==> src/rtl/fb_pkg.sv <==
// Shared constants for the frame-buffer write path.
package fb_pkg;

  localparam int H_RES   = 640;
  localparam int V_RES   = 480;
  localparam int PIXEL_W = 5;
  localparam int ADDR_W  = 19;
  localparam int COORD_W = 10;

  localparam logic [PIXEL_W-1:0] TRANSPARENT = 5'h16;

  // Scheduler states: IDLE samples requests, WRITE presents the latched write.
  localparam logic [0:0] IDLE  = 1'b0;
  localparam logic [0:0] WRITE = 1'b1;

endpackage

==> src/rtl/fb_addr_gen.sv <==
// Scrolled screen coordinate to frame RAM address, plus an in-range flag.
// Purely combinational so the read-side scroll logic can reuse it.
module fb_addr_gen
  import fb_pkg::*;
(
  input  logic [COORD_W-1:0] x,
  input  logic [COORD_W-1:0] y,
  input  logic [COORD_W-1:0] scroll,
  output logic [ADDR_W-1:0]  address,
  output logic               inRange
);

  logic [COORD_W:0]  xSum;
  logic [COORD_W:0]  xWrap;
  logic [ADDR_W-1:0] rowBase;

  // Add the scroll offset, wrap once at the line width, then form y*H_RES + x.
  // A single subtraction suffices for every in-range x; out-of-range
  // addresses are never written so their value does not matter.
  always_comb begin
    xSum    = {1'b0, x} + {1'b0, scroll};
    xWrap   = (xSum >= (COORD_W+1)'(H_RES)) ? xSum - (COORD_W+1)'(H_RES) : xSum;
    rowBase = ADDR_W'(y) * ADDR_W'(H_RES);
    address = rowBase + ADDR_W'(xWrap);
    inRange = (x < COORD_W'(H_RES)) && (y < COORD_W'(V_RES));
  end

endmodule

==> src/rtl/frame_write_scheduler.sv <==
// Two-requester write arbiter for the frame RAM. Writes are granted only
// during blanking; each accepted request occupies one IDLE and one WRITE cycle.
module frame_write_scheduler
  import fb_pkg::*;
(
  input  logic               Clk,
  input  logic               Reset,
  input  logic               blank,
  input  logic               frame_tick,
  input  logic               ScrollEnable,
  input  logic               req0,
  input  logic               req1,
  input  logic [COORD_W-1:0] x0,
  input  logic [COORD_W-1:0] y0,
  input  logic [COORD_W-1:0] x1,
  input  logic [COORD_W-1:0] y1,
  input  logic [PIXEL_W-1:0] pix0,
  input  logic [PIXEL_W-1:0] pix1,
  output logic               grant0,
  output logic               grant1,
  output logic               we,
  output logic [ADDR_W-1:0]  write_address,
  output logic [PIXEL_W-1:0] data_out,
  output logic [COORD_W-1:0] scroll_x,
  output logic               err_oob,
  output logic [15:0]        write_count
);

  logic [0:0]         state;
  logic               rr;
  logic               sel;
  logic               pickSel;
  logic [COORD_W-1:0] xLat;
  logic [COORD_W-1:0] yLat;
  logic [PIXEL_W-1:0] pixLat;
  logic [COORD_W-1:0] scrollLat;
  logic [COORD_W-1:0] scrollReg;
  logic [15:0]        countReg;
  logic [ADDR_W-1:0]  genAddress;
  logic               genInRange;
  logic               inWrite;

  fb_addr_gen u_addr_gen (
    .x       (xLat),
    .y       (yLat),
    .scroll  (scrollLat),
    .address (genAddress),
    .inRange (genInRange)
  );

  // Requester choice: a lone request wins outright, a tie goes to rr.
  always_comb begin
    pickSel = req1 && (!req0 || rr);
  end

  // Arbitration FSM; payload and scroll offset are captured in IDLE so the
  // requester may move on as soon as it sees its grant.
  always_ff @(posedge Clk) begin
    if (Reset) begin
      state     <= IDLE;
      rr        <= 1'b0;
      sel       <= 1'b0;
      xLat      <= '0;
      yLat      <= '0;
      pixLat    <= '0;
      scrollLat <= '0;
    end else begin
      case (state)
        IDLE: begin
          if (blank && (req0 || req1)) begin
            sel       <= pickSel;
            xLat      <= pickSel ? x1 : x0;
            yLat      <= pickSel ? y1 : y0;
            pixLat    <= pickSel ? pix1 : pix0;
            scrollLat <= scrollReg;
            state     <= WRITE;
          end
        end
        default: begin
          rr    <= ~sel;
          state <= IDLE;
        end
      endcase
    end
  end

  // Horizontal scroll advances once per frame and wraps at the line width.
  always_ff @(posedge Clk) begin
    if (Reset) begin
      scrollReg <= '0;
    end else if (frame_tick && ScrollEnable) begin
      if (scrollReg == COORD_W'(H_RES - 1)) begin
        scrollReg <= '0;
      end else begin
        scrollReg <= scrollReg + 1'b1;
      end
    end
  end

  // Per-frame committed-write counter; a write coinciding with the frame
  // tick is the first write of the new frame.
  always_ff @(posedge Clk) begin
    if (Reset) begin
      countReg <= '0;
    end else if (frame_tick) begin
      countReg <= we ? 16'd1 : 16'd0;
    end else if (we && (countReg != 16'hFFFF)) begin
      countReg <= countReg + 16'd1;
    end
  end

  // WRITE-cycle outputs come straight from the latched request.
  always_comb begin
    inWrite       = (state == WRITE);
    grant0        = inWrite && !sel;
    grant1        = inWrite && sel;
    we            = inWrite && genInRange && (pixLat != TRANSPARENT);
    err_oob       = inWrite && !genInRange;
    write_address = inWrite ? genAddress : '0;
    data_out      = inWrite ? pixLat : '0;
    scroll_x      = scrollReg;
    write_count   = countReg;
  end

endmodule

==> config.mk <==
export PLATFORM = sky130hd
export DESIGN_NAME = frame_write_scheduler
export DESIGN_NICKNAME = d
export VERILOG_FILES = /design/src/rtl/fb_pkg.sv /design/src/rtl/fb_addr_gen.sv /design/src/rtl/frame_write_scheduler.sv
export SDC_FILE = /design/constraint.sdc
export NUM_CORES = 1
export LEC_CHECK = 0
export BUFFER_PORTS_ARGS = -buffer_cell sky130_fd_sc_hd__buf_2
export CAP_MARGIN = 20
export CORE_ASPECT_RATIO = 2
export CORE_UTILIZATION = 27
export DETAILED_ROUTE_END_ITERATION = 12
export GPL_ROUTABILITY_DRIVEN = 0
export PLACE_DENSITY = 0.5
export SYNTH_ARGS = -nofsm -noshare
export SYNTH_HDL_FRONTEND = slang
export SYNTH_SLANG_ARGS = --single-unit
==> constraint.sdc <==
create_clock -name Clk -period 4 [get_ports Clk]
set_input_delay 0.2 -clock Clk [delete_from_list [all_inputs] [get_ports Clk]]
set_output_delay 0.2 -clock Clk [all_outputs]
set_load 0.02 [all_outputs]
# Yosys cells after proc, flatten, opt, wreduce, memory -nomap -nowiden
# Cells that the tools add are included.
# word_totals
ff_bits	64
latchBits	0
mem_bits_rw	0
mem_bits_ro	0
in_bits	57
out_inout_bits	54
elab_cells	52
n_memories	0
# classes
addsub	5
multipliers	1
div	0
magnitude_cmp	3
eq_ne	3
shifts	0
muxes	11
bitwise	2
reduce_logical	18
# op_table
operator	count
two-way mux 16 bit	2
two-way mux 10 bit	3
adder 19 x 11 -> 19 bit	1
two-way mux 19 bit	1
adder 16 x 1 -> 16 bit (second input constant)	1
!= test 16 bit (second input constant)	1
multiplier 10 x 3 -> 12 bit (second input constant)	1
adder 10 x 10 -> 11 bit	1
>= comparator 11 x 10 -> 1 bit (second input constant)	1
two-way mux 11 bit	1
subtractor 11 x 10 -> 11 bit (second input constant)	1
adder 10 x 1 -> 10 bit (second input constant)	1
equality test 10 bit (second input constant)	1
logical AND 1 bit	10
< comparator 10 bit (second input constant)	1
< comparator 10 x 9 -> 1 bit (second input constant)	1
two-way mux 5 bit	2
!= test 5 bit (second input constant)	1
zero test 1 bit	3
logical OR 1 bit	2
two-way mux 1 bit	2
inverter 1 bit	2
AND reduction 2 bit	1
nonzero test 2 bit	1
OR reduction 2 bit	1

# Logic depth before layout (Yosys ltp)
# Gate-level depths: netlist (run 1).
# depth
ltp_word	7
ltp_mapped	21

# By module
# From an unflattened synthesis (run 1), not the netlist that was laid out.
# hier_totals
cells_unflattened	528
hier_area_um2	4431.8
# by_module_without_submodules
mod	n_inst	cells_per_inst	area_each_um2	seq_area_each_um2
frame_write_scheduler	1	346	3052.9	1281.2
fb_addr_gen	1	182	1378.8	0.0

# Least setup slack after synthesis (run 1)
# Ideal clock, no wire load.
# synth_timing
path_kind	register to output
startpoint	register scrollLat[0]
endpoint	output port write_address[18]
arrival_ns	4.265
setup_slack_ns	-0.465
path_stages_with_launch	18
n_path_buf	0
cell_sequence	dfxtp_1 -> ha_1 -> fa_1 -> a211oi_1 -> or2_2 -> o2bb2ai_1 -> xnor2_1 -> inv_1 -> ha_1 -> or3_1 -> a21boi_0 -> ha_1 -> inv_1 -> o21a_1 -> nor4_1 -> nand4_1 -> or4_1 -> a21oi_1
# synth_via
elab_chain_cells	5
elab_cells_between_ends	6
cone_classes	add/sub: 3; order compare: 1; mux: 2
# synth_rtl
element	line_no	rtl
start: declaration	frame_write_scheduler.sv:36	logic [COORD_W-1:0] scrollLat;
start signal: assignment	frame_write_scheduler.sv:75	scrollLat <= scrollReg;
adder 10 x 10 -> 11 bit *	fb_addr_gen.sv:21	xSum = {1'b0, x} + {1'b0, scroll};
subtractor 11 x 10 -> 11 bit or >= comparator 11 x 10 -> 1 bit (tied branches)	fb_addr_gen.sv:22	xWrap = (xSum >= (COORD_W+1)'(H_RES)) ? xSum - (COORD_W+1)'(H_RES) : xSum;
two-way mux 11 bit *	fb_addr_gen.sv:22	
adder 19 x 11 -> 19 bit *	fb_addr_gen.sv:24	address = rowBase + ADDR_W'(xWrap);
two-way mux 19 bit *	frame_write_scheduler.sv:119	write_address = inWrite ? genAddress : '0;
end: declaration	frame_write_scheduler.sv:22	output logic [ADDR_W-1:0] write_address,
# Mark *: on every way between the ends. The rest lies on a longest branch, timed or not.

# Final worst setup path (run 1)
# Ends and elaborated chain as after synthesis.

==> results of run 1 <==
==> report_power, final <==
part	internal [mW]	switching, mW	total (mW)
clock network	0.564	0.288	0.852
registers	0.664	0.0262	0.690
logic	0.186	0.210	0.396
total	1.41	0.524	1.94
==> per-stage QoR <==
step / util, % / hold WS [ns]
2_1_floorplan: - / 0.3600
3_3_place_gp: 34.15 / 0.4553
3_5_place_dp: 34.28 / 0.4577
4_1_cts: 37.86 / 0.1615
5_1_grt: 38.40 / 0.2067
6_report: 38.40 / 0.1718
==> timing repair <==
| item | 4_1_cts | 5_1_grt |
|---|---|---|
| pin swaps | 10 | 14 |
| gates resized for setup | 44 | 10 |
| setup buffers | 7 | 2 |
| endpoints found under the setup margin | 9 | 11 |
| cloned | 0 | 0 |
==> cells in the mapped netlist (all sizes together) (14+ instances only) <==
| library cell | number |
|---|---|
| nor2 | 78 |
| dfxtp | 64 |
| nand2 | 44 |
| ha | 33 |
| a211oi | 29 |
| a21oi | 27 |
| mux2i | 26 |
| xor2 | 20 |
| clkbuf | 19 |
| o21ai | 16 |
| inv | 15 |
| xnor2 | 14 |
==> critical path, stage by stage (launching register included) <==
cell	delay [ns]
sky130_fd_sc_hd__dfxtp_2	0.34
sky130_fd_sc_hd__ha_4	0.16
sky130_fd_sc_hd__fa_2	0.36
sky130_fd_sc_hd__a211oi_2	0.22
sky130_fd_sc_hd__or2_4	0.17
sky130_fd_sc_hd__o2bb2ai_4	0.13
sky130_fd_sc_hd__xnor2_2	0.15
sky130_fd_sc_hd__inv_2	0.08
sky130_fd_sc_hd__ha_4	0.18
sky130_fd_sc_hd__or3_1	0.38
sky130_fd_sc_hd__a21boi_2	0.16
sky130_fd_sc_hd__ha_1	0.18
sky130_fd_sc_hd__inv_1	0.04
sky130_fd_sc_hd__o21a_1	0.22
sky130_fd_sc_hd__nor4_4	0.16
sky130_fd_sc_hd__nand4_1	0.16
sky130_fd_sc_hd__or4_4	0.52
sky130_fd_sc_hd__a21oi_4	0.14
sky130_fd_sc_hd__buf_6	0.14
==> sequential cells by signal, indices dropped and copies added, names as in the netlist <==
register / flops
inWrite: 1
yLat: 10
scrollLat: 10
write_count: 16
pixLat: 5
scroll_x: 10
rr: 1
sel: 1
xLat: 10
==> cell type report <==
class / count / area [um^2] / area share, %
Sequential cell: 64 / 1284 / 21.97
Timing Repair Buffer: 153 / 943.4 / 16.15
Clock buffer: 10 / 239.0 / 4.090
Inverter: 15 / 56.30 / 0.9636
Multi-Input combinational cell: 407 / 2982 / 51.03
Clock inverter: 6 / 91.34 / 1.563
Tap cell: 198 / 247.7 / 4.240
==> metal layers <==
| layer | GRT usage, % | vias up |
|---|---|---|
| li1 | - | 2097 |
| met1 | 15.91 | 1922 |
| met2 | 29.45 | 89 |
| met3 | 2.685 | 20 |
| met4 | 7.796 | 0 |
| met5 | 0 | - |
==> cell families after synthesis <==
group / share of synthesized area, %
XOR/XNOR: 7.092
buffers and inverters: 3.784
AND/OR/NAND/NOR: 22.97
adder cells (fa/ha/maj): 11.26
multiplexers: 6.198
flip-flops: 30.51
AO/OA/AOI/OAI: 18.18
==> worst max path at each step <==
stage,cells past startpoint,endpoint,from
5_1_grt,19,write_address[18],scrollLat[0]$_SDFFE_PP0P_
2_1_floorplan,17,write_address[18],scrollLat[0]$_SDFFE_PP0P_
4_1_cts,19,write_address[18],scrollLat[0]$_SDFFE_PP0P_
3_5_place_dp,18,write_address[18],scrollLat[0]$_SDFFE_PP0P_
3_3_place_gp,18,write_address[18],scrollLat[0]$_SDFFE_PP0P_
6_report,18,write_address[18],scrollLat[0]$_SDFFE_PP0P_
==> results.md, run 1 <==
- After global routing the overflow that remains totals 0.
- The routed design has 12170 um of wire.
- Synthesis instantiated 63 different standard cells from the library.
- Setup repair after global routing could not meet its margin everywhere.
- CTS saw 64 sinks.
- The clock buffer count from CTS is 9.
- The final clock period utilization by the worst path is 110.1%.
- The smallest setup slack after layout is -0.4021 ns.
- TritonCTS built the clock tree.
- The cts-stage hold buffer count is 0.
- Row generation in the floorplan step produced 64 rows.
- The highest metal layer used by the detailed router is met4.
- The final worst clock skew is 0.008559 ns.
- The arrival time at the worst endpoint is 4.20 ns.
- Summed over its instances, the top area cell type makes up 30.51% of the synthesized netlist area.
- Clock latency on the worst-skew pair, taken at its later pin, is 0.33 ns.
- The setup slack of the worst register-to-register path is 1.84 ns.
- The flow ran to the end, but the final reports show violations.
- The startpoint of the most critical hold path is ScrollEnable.
- The first global-routing pass estimated 19830 um of wire.
- For this run, the register share of the synthesized area comes to 30.51%.
- In this run the worst path has a maximum fanout of 5.
- The detail route stage leaves a number of antenna-violating nets equal to 0.
- The via count of the routed design is 4128.
- The final reports fail on negative setup slack.
- After the first detailed-routing iteration, the DRC count stood at 103.
- The highest achievable clock rate is 227.2 MHz.
- Excluding fillers, the count of instances in the completed layout stands at 853.
- The HPWL reported at the end of detailed placement is 9426 um.
- The type of the most critical hold path is input port to flip-flop.
- The maximum clock path buffer count is 2.
- The area growth from synthesis to layout is 39.15%.
- The number of cells on the worst reg-to-reg path is 7.
- The post-detailed-route wirelength per cell is 14.27 um.
- The tool flagged a number of max-cap violations equal to 0.
- For this run, the number of Yosys warnings is 0.
- Ranked by total cell area, the synthesized netlist is headed by sky130_fd_sc_hd__dfxtp_1, sky130_fd_sc_hd__ha_1, sky130_fd_sc_hd__nor2_1, sky130_fd_sc_hd__mux2i_1, sky130_fd_sc_hd__a211oi_1.
- For this run, asynchronously set or reset flops after synthesis account for 0%.
- The number of vias per cell after detailed routing is 4.839.
- The required arrival time at the worst endpoint is 3.80 ns.
- Global routing consumed, over all layers together, 15.42% of the routing resources.
- The number of synthesized flops with an enable pin is 0.
- The floorplan core area is 0.01521 mm^2.
- STA classifies the critical path endpoint as an output port.
- The net count of the mapped netlist is 603.
- In the final layout, the share of cells above drive strength 1 is 34.20%.
- After clock tree synthesis, the clock-pin slew on the worst setup and hold paths is 0.05 ns.
- The mapped netlist covers 0.004199 mm^2.
- The number of hold violations in the final report came to 0.
- The floorplan step defined a die boundary enclosing 0.01608 mm^2.
- The routed length on met3 is 434 um.
- In this run the number of H-tree levels came out at 3.
- For this design the ratio of total power to cell area is 331.7 mW/mm^2.
- Averaged over all synthesized cells, the footprint is 8.233 um^2.
- The floorplan step set the die width to 90.18 um.
- After filler insertion, the fill cell instance count of the layout stands at 1613.
- The aggregate negative setup slack is -1.420 ns.
- The top-level I/O count is 111.
- The final number of max-transition violations is 0.
- IR analysis of the VDD net gives a maximum drop of 0.0001937 V.
- The effective utilization at floorplan is 27.60%.
- Prior to clock tree synthesis, the placed netlist has a worst setup slack of -0.4097 ns.
- The number of stages on the worst hold path is 3.
- The worst setup path is launched from a flip-flop.
- Once placement finished, the instance area stood at 0.005216 mm^2.
- The iteration count of the initial detailed-routing pass is 4.
- The total inserted antenna cells is 0.
- The count of port buffers added during placement is 110.
- Headroom to the max-slew limit came out at 42.40%.
- The reg-to-reg critical path startpoint is write_count[6]$_SDFFE_PP0P_.
- The routed design uses 6647 um of met2 wire.
- The number of global-route vias before repair is 4077.
- The number of antenna violations at the first check in global routing is 0.
- The cell sitting at the root of the clock tree is a sky130_fd_sc_hd__clkbuf_16.
- Once placement completed, the tool counted placed cells totaling 828.
- Subtracting the final worst setup slack from the clock period gives 4.402 ns.
- sky130_fd_sc_hd__dfxtp_1 takes more of the synthesized area than any other cell.
- In the synthesized netlist the dominant register cell turns out to be sky130_fd_sc_hd__dfxtp_1.
- In the final design database the tool counted 743 nets.
- The setup path with the least slack is of type flip-flop to output port.
- The commonest non-fill, non-tap cell in the layout is sky130_fd_sc_hd__buf_2.
- The library cells used most frequently in the layout, excluding fill and tap cells, are sky130_fd_sc_hd__buf_2, sky130_fd_sc_hd__nor2_1, sky130_fd_sc_hd__dfxtp_1, sky130_fd_sc_hd__buf_4, sky130_fd_sc_hd__nand2_1.
- At the pin with the least slew margin, the transition time is 0.8640 ns.
- In the final routing, the length of wire on met1 measures 4737 um.
- The number of setup violations in the final report is 7.
- The DRC violation count after routing is 0.
- For hold timing, the worst endpoint is scroll_x[1]$_SDFFE_PP0P_.
- The die is 178.4 um tall.
- The finished cells cover 0.005843 mm^2.
- Power comes to 1.938 mW.
- For this design the static power due to leakage is 2.711 nW.
- The reg-to-reg critical path endpoint is write_count[10]$_SDFFE_PP0P_.
- Synthesis inferred 64 register bits.
- The maximum number of pins on one net before global-route repair is 61.
- The cell count after synthesis is 510.
No activity file was read; power rests on OpenSTA's default activity.
==> run 2, diff against run 1 <==
- CORE_UTILIZATION: 27 -> 48
- PLACE_DENSITY: 0.5 -> 0.79
- SKIP_LAST_GASP: default -> 1
==> results.md, run 2 (synthesized netlist as in run 1, its figures left out) <==
- The first-pass GRT wire length is 18280 um (was 19830 um).
- The cell type of the slowest stage on the worst timing path is sky130_fd_sc_hd__or4_4 (unchanged).
- The HPWL reported at the end of detailed placement is 8473 um (was 9426 um).
- The combinational group share of total power is 22.4% (was 20.4%).
- The aggregate negative setup slack is -2.498 ns (was -1.420 ns).
- The clock buffer count from CTS is 9 (unchanged).
- The number of vias per cell after detailed routing is 5.661 (was 4.839).
- The effective utilization at floorplan is 50.28% (was 27.60%).
- The maximum clock path buffer count is 2 (unchanged).
- The final design utilization is 67.23% (was 38.40%).
- The die footprint came to 0.009148 mm^2 (was 0.01608 mm^2).
- The iteration count of the initial detailed-routing pass is 4 (unchanged).
- The count of port buffers added during placement was 110 (unchanged).
- The required arrival time at the worst endpoint was 3.80 ns (about the same).
- The clock transition at the register clock pins on the worst setup and hold paths after CTS was 0.05 ns (about the same).
- The total inserted antenna cells was 0 (unchanged).
- The count of max-cap constraint violations is 0 (unchanged).
- The width of the die is 68.14 um (was 90.18 um).
- The commonest non-fill, non-tap cell in the layout is sky130_fd_sc_hd__buf_2 (unchanged).
- The DRC violation count after routing is 0 (unchanged).
- Leading cell types in the layout, fill and taps excluded: sky130_fd_sc_hd__buf_2, sky130_fd_sc_hd__nor2_1, sky130_fd_sc_hd__dfxtp_1, sky130_fd_sc_hd__buf_4, sky130_fd_sc_hd__nand2_1 (unchanged).
- The relative contribution of sequential cells to total power came to 39.0% (was 35.6%).
- The critical path capture point type was an output port (unchanged).
- The number of setup violations in the final report was 7 (unchanged).
- The worst slew margin relative to its limit is 32.23% (was 42.40%).
- The number of antenna violations at the first check in global routing is 0 (unchanged).
- The highest achievable clock rate is 221.6 MHz (was 227.2 MHz).
- The switching power was 0.4836 mW (was 0.5240 mW).
- Outcome: complete, but fails checks (unchanged).
- The maximum number of pins on one net before global-route repair is 61 (unchanged).
- The number of global-route vias before repair is 4198 (was 4077).
- The type of the most critical hold path is input port to flip-flop (unchanged).
- The clock latency on the worst-skew pair is 0.32 ns (was 0.33 ns).
- The total wire length after detailed routing came to 11430 um (was 12170 um).
- The remaining antenna violation count is 0 (unchanged).
- The net switching share of the total power is 27.32% (was 27.04%).
- The maximum cell stage delay along the critical path came to 0.52 ns (about the same).
- The via count of the routed design came to 4240 (was 4128).
- The number of sinks handled by clock tree synthesis is 64 (unchanged).
- The top fanout value on the critical path is 5 (unchanged).
- The row count was 47 (was 64).
- The actual slew at the worst max-slew pin was 1.016 ns (was 0.8640 ns).
- The final clock period utilization by the worst path was 112.8% (was 110.1%).
- The area growth from synthesis to layout was 33.70% (was 39.15%).
- The arrival time at the worst endpoint is 4.31 ns (was 4.20 ns).
- The final number of max-transition violations is 0 (unchanged).
- The CTS tree is yes (unchanged).
- RSZ-0062 raised after global routing: yes (unchanged).
- The kind of launch point of the worst setup path is a flip-flop (unchanged).
- The cell leakage power is 2.693 nW (was 2.711 nW).
- The number of hold violations in the final report came to 0 (unchanged).
- The floorplan core area is 0.008351 mm^2 (was 0.01521 mm^2).
- The H-tree level count is 3 (unchanged).
- The number of flip-flops in the largest register is 16 (unchanged).
- The overall global routing resource usage is 25.89% (was 15.42%).
- The buffer type at the clock tree root is sky130_fd_sc_hd__clkbuf_16 (unchanged).
- The shortest clock period the worst path allows after layout is 4.512 ns (was 4.402 ns).
- The post-detailed-route wirelength per cell is 15.26 um (was 14.27 um).
- The power density of the placed cells was 315.2 mW/mm^2 (was 331.7 mW/mm^2).
- The top-level I/O count is 111 (unchanged).
- Failing checks: negative setup slack (unchanged).
- The type of the worst setup path is flip-flop to output port (unchanged).
- The net count of the finished layout is 742 (was 743).
- The fill cell total of the finished layout was 654 (was 1613).
- The leftover overflow at the end of global routing is 0 (unchanged).
- The final worst clock skew is 0.006007 ns (was 0.008559 ns).
- The smallest setup slack after layout was -0.5123 ns (was -0.4021 ns).
- The die height is 134.3 um (was 178.4 um).
- The register area came to 0.001284 mm^2 (unchanged).
- The cell-internal power was 1.286 mW (was 1.414 mW).
- The area used by multi-input combinational logic is 0.002978 mm^2 (was 0.002982 mm^2).
- Worst-path cell chain: ha_4 > fa_2 > a211oi_2 > or2_4 > o2bb2ai_4 > xnor2_2 > inv_2 > ha_4 > inv_2 > a21o_1 > o22ai_2 > ha_1 > a21o_1 > a21oi_2 > o21a_2 > nor4_4 > nand4_1 > or4_4 > a21oi_4 > buf_6 (was ha_4 > fa_2 > a211oi_2 > or2_4 > o2bb2ai_4 > xnor2_2 > inv_2 > ha_4 > or3_1 > a21boi_2 > ha_1 > inv_1 > o21a_1 > nor4_4 > nand4_1 > or4_4 > a21oi_4 > buf_6).
- The part of the power in the clock network is 38.6% (was 43.9%).
- The share of final-layout standard cells stronger than drive strength 1 is 33.95% (was 34.20%).
- The number of DRC markers in iteration 0 was 158 (was 103).
- The maximum vdd ir drop is 0.0003085 V (was 0.0001937 V).
-- run 2: cell count changes in the layout (fill, tap and decap cells not counted), sizes merged --
cell | before | now
clkinvlp | 3 | 0
buf | 153 | 152
clkbuf | 10 | 12
clkinv | 0 | 1
bufinv | 2 | 0
inv | 16 | 15
-- run 2: critical path, delay by kind of cell, from the launching register on --
| kind | cells | cell delay (ns) |
|---|---|---|
| flip-flops | 1 | 0.33 |
| AND/OR/NAND/NOR | 4 | 1.03 |
| adder cells (fa/ha/maj) | 4 | 0.98 |
| XOR/XNOR | 1 | 0.15 |
| AO/OA/AOI/OAI | 8 | 1.20 |
| buffers and inverters | 3 | 0.27 |
-- run 2: what timing repair did --
item / in CTS / in global routing
resized for setup: 34 / 21
buffers inserted: 12 / 2
pin swaps: 21 / 21
endpoints found under the setup margin: 9 / 10
hold buffers: 0 / 0
-- run 2: final timing paths --
path                                                  start  cells past startpoint  slack (ns)                      endpoint
worst min-delay path                           ScrollEnable                      3        0.17      scroll_x[1]$_SDFFE_PP0P_
worst min register to register    scrollLat[4]$_SDFFE_PP0P_                      2        0.46     scrollLat[4]$_SDFFE_PP0P_
worst max-delay path                   xLat[0]$_SDFFE_PP0P_                     20       -0.51             write_address[18]
worst max register to register  write_count[6]$_SDFFE_PP0P_                      7        1.86  write_count[10]$_SDFFE_PP0P_
-- run 2: routing by layer --
metal	wire length, um	GRT usage (%)
met5	0	0
met4	359	12.04
met3	372	4.422
met2	6473	48.69
met1	4221	25.64
-- run 2: cell type report --
| cell class | instances | area share, % |
|---|---|---|
| Multi-Input combinational cell | 407 | 53.04 |
| Clock inverter | 1 | 0.08915 |
| Tap cell | 98 | 2.184 |
| Sequential cell | 64 | 22.87 |
| Timing Repair Buffer | 152 | 16.25 |
| Clock buffer | 12 | 4.569 |
| Inverter | 15 | 1.003 |
-- run 2: power groups by stage --
stage	logic [mW]	registers (mW)	clock network [mW]
floorplan	0.240	0.696	0
global placement	0.334	0.700	0
detailed placement	0.348	0.701	0
CTS	0.375	0.690	0.694
global route	0.436	0.694	0.722
finish	0.396	0.690	0.683
-- run 2: through the flow --
step	hold WS [ns]	cells	power [mW]	instance area, um^2	worst slack (ns)
2_1_floorplan	0.3600	510	0.9362	4240	-0.08515
3_3_place_gp	0.4534	721	1.034	5026	-0.1947
3_5_place_dp	0.4560	721	1.049	5026	-0.3751
4_1_cts	0.1626	746	1.759	5505	-0.6414
5_1_grt	0.1807	749	1.851	5614	-0.6892
6_report	0.1714	749	1.770	5614	-0.5123
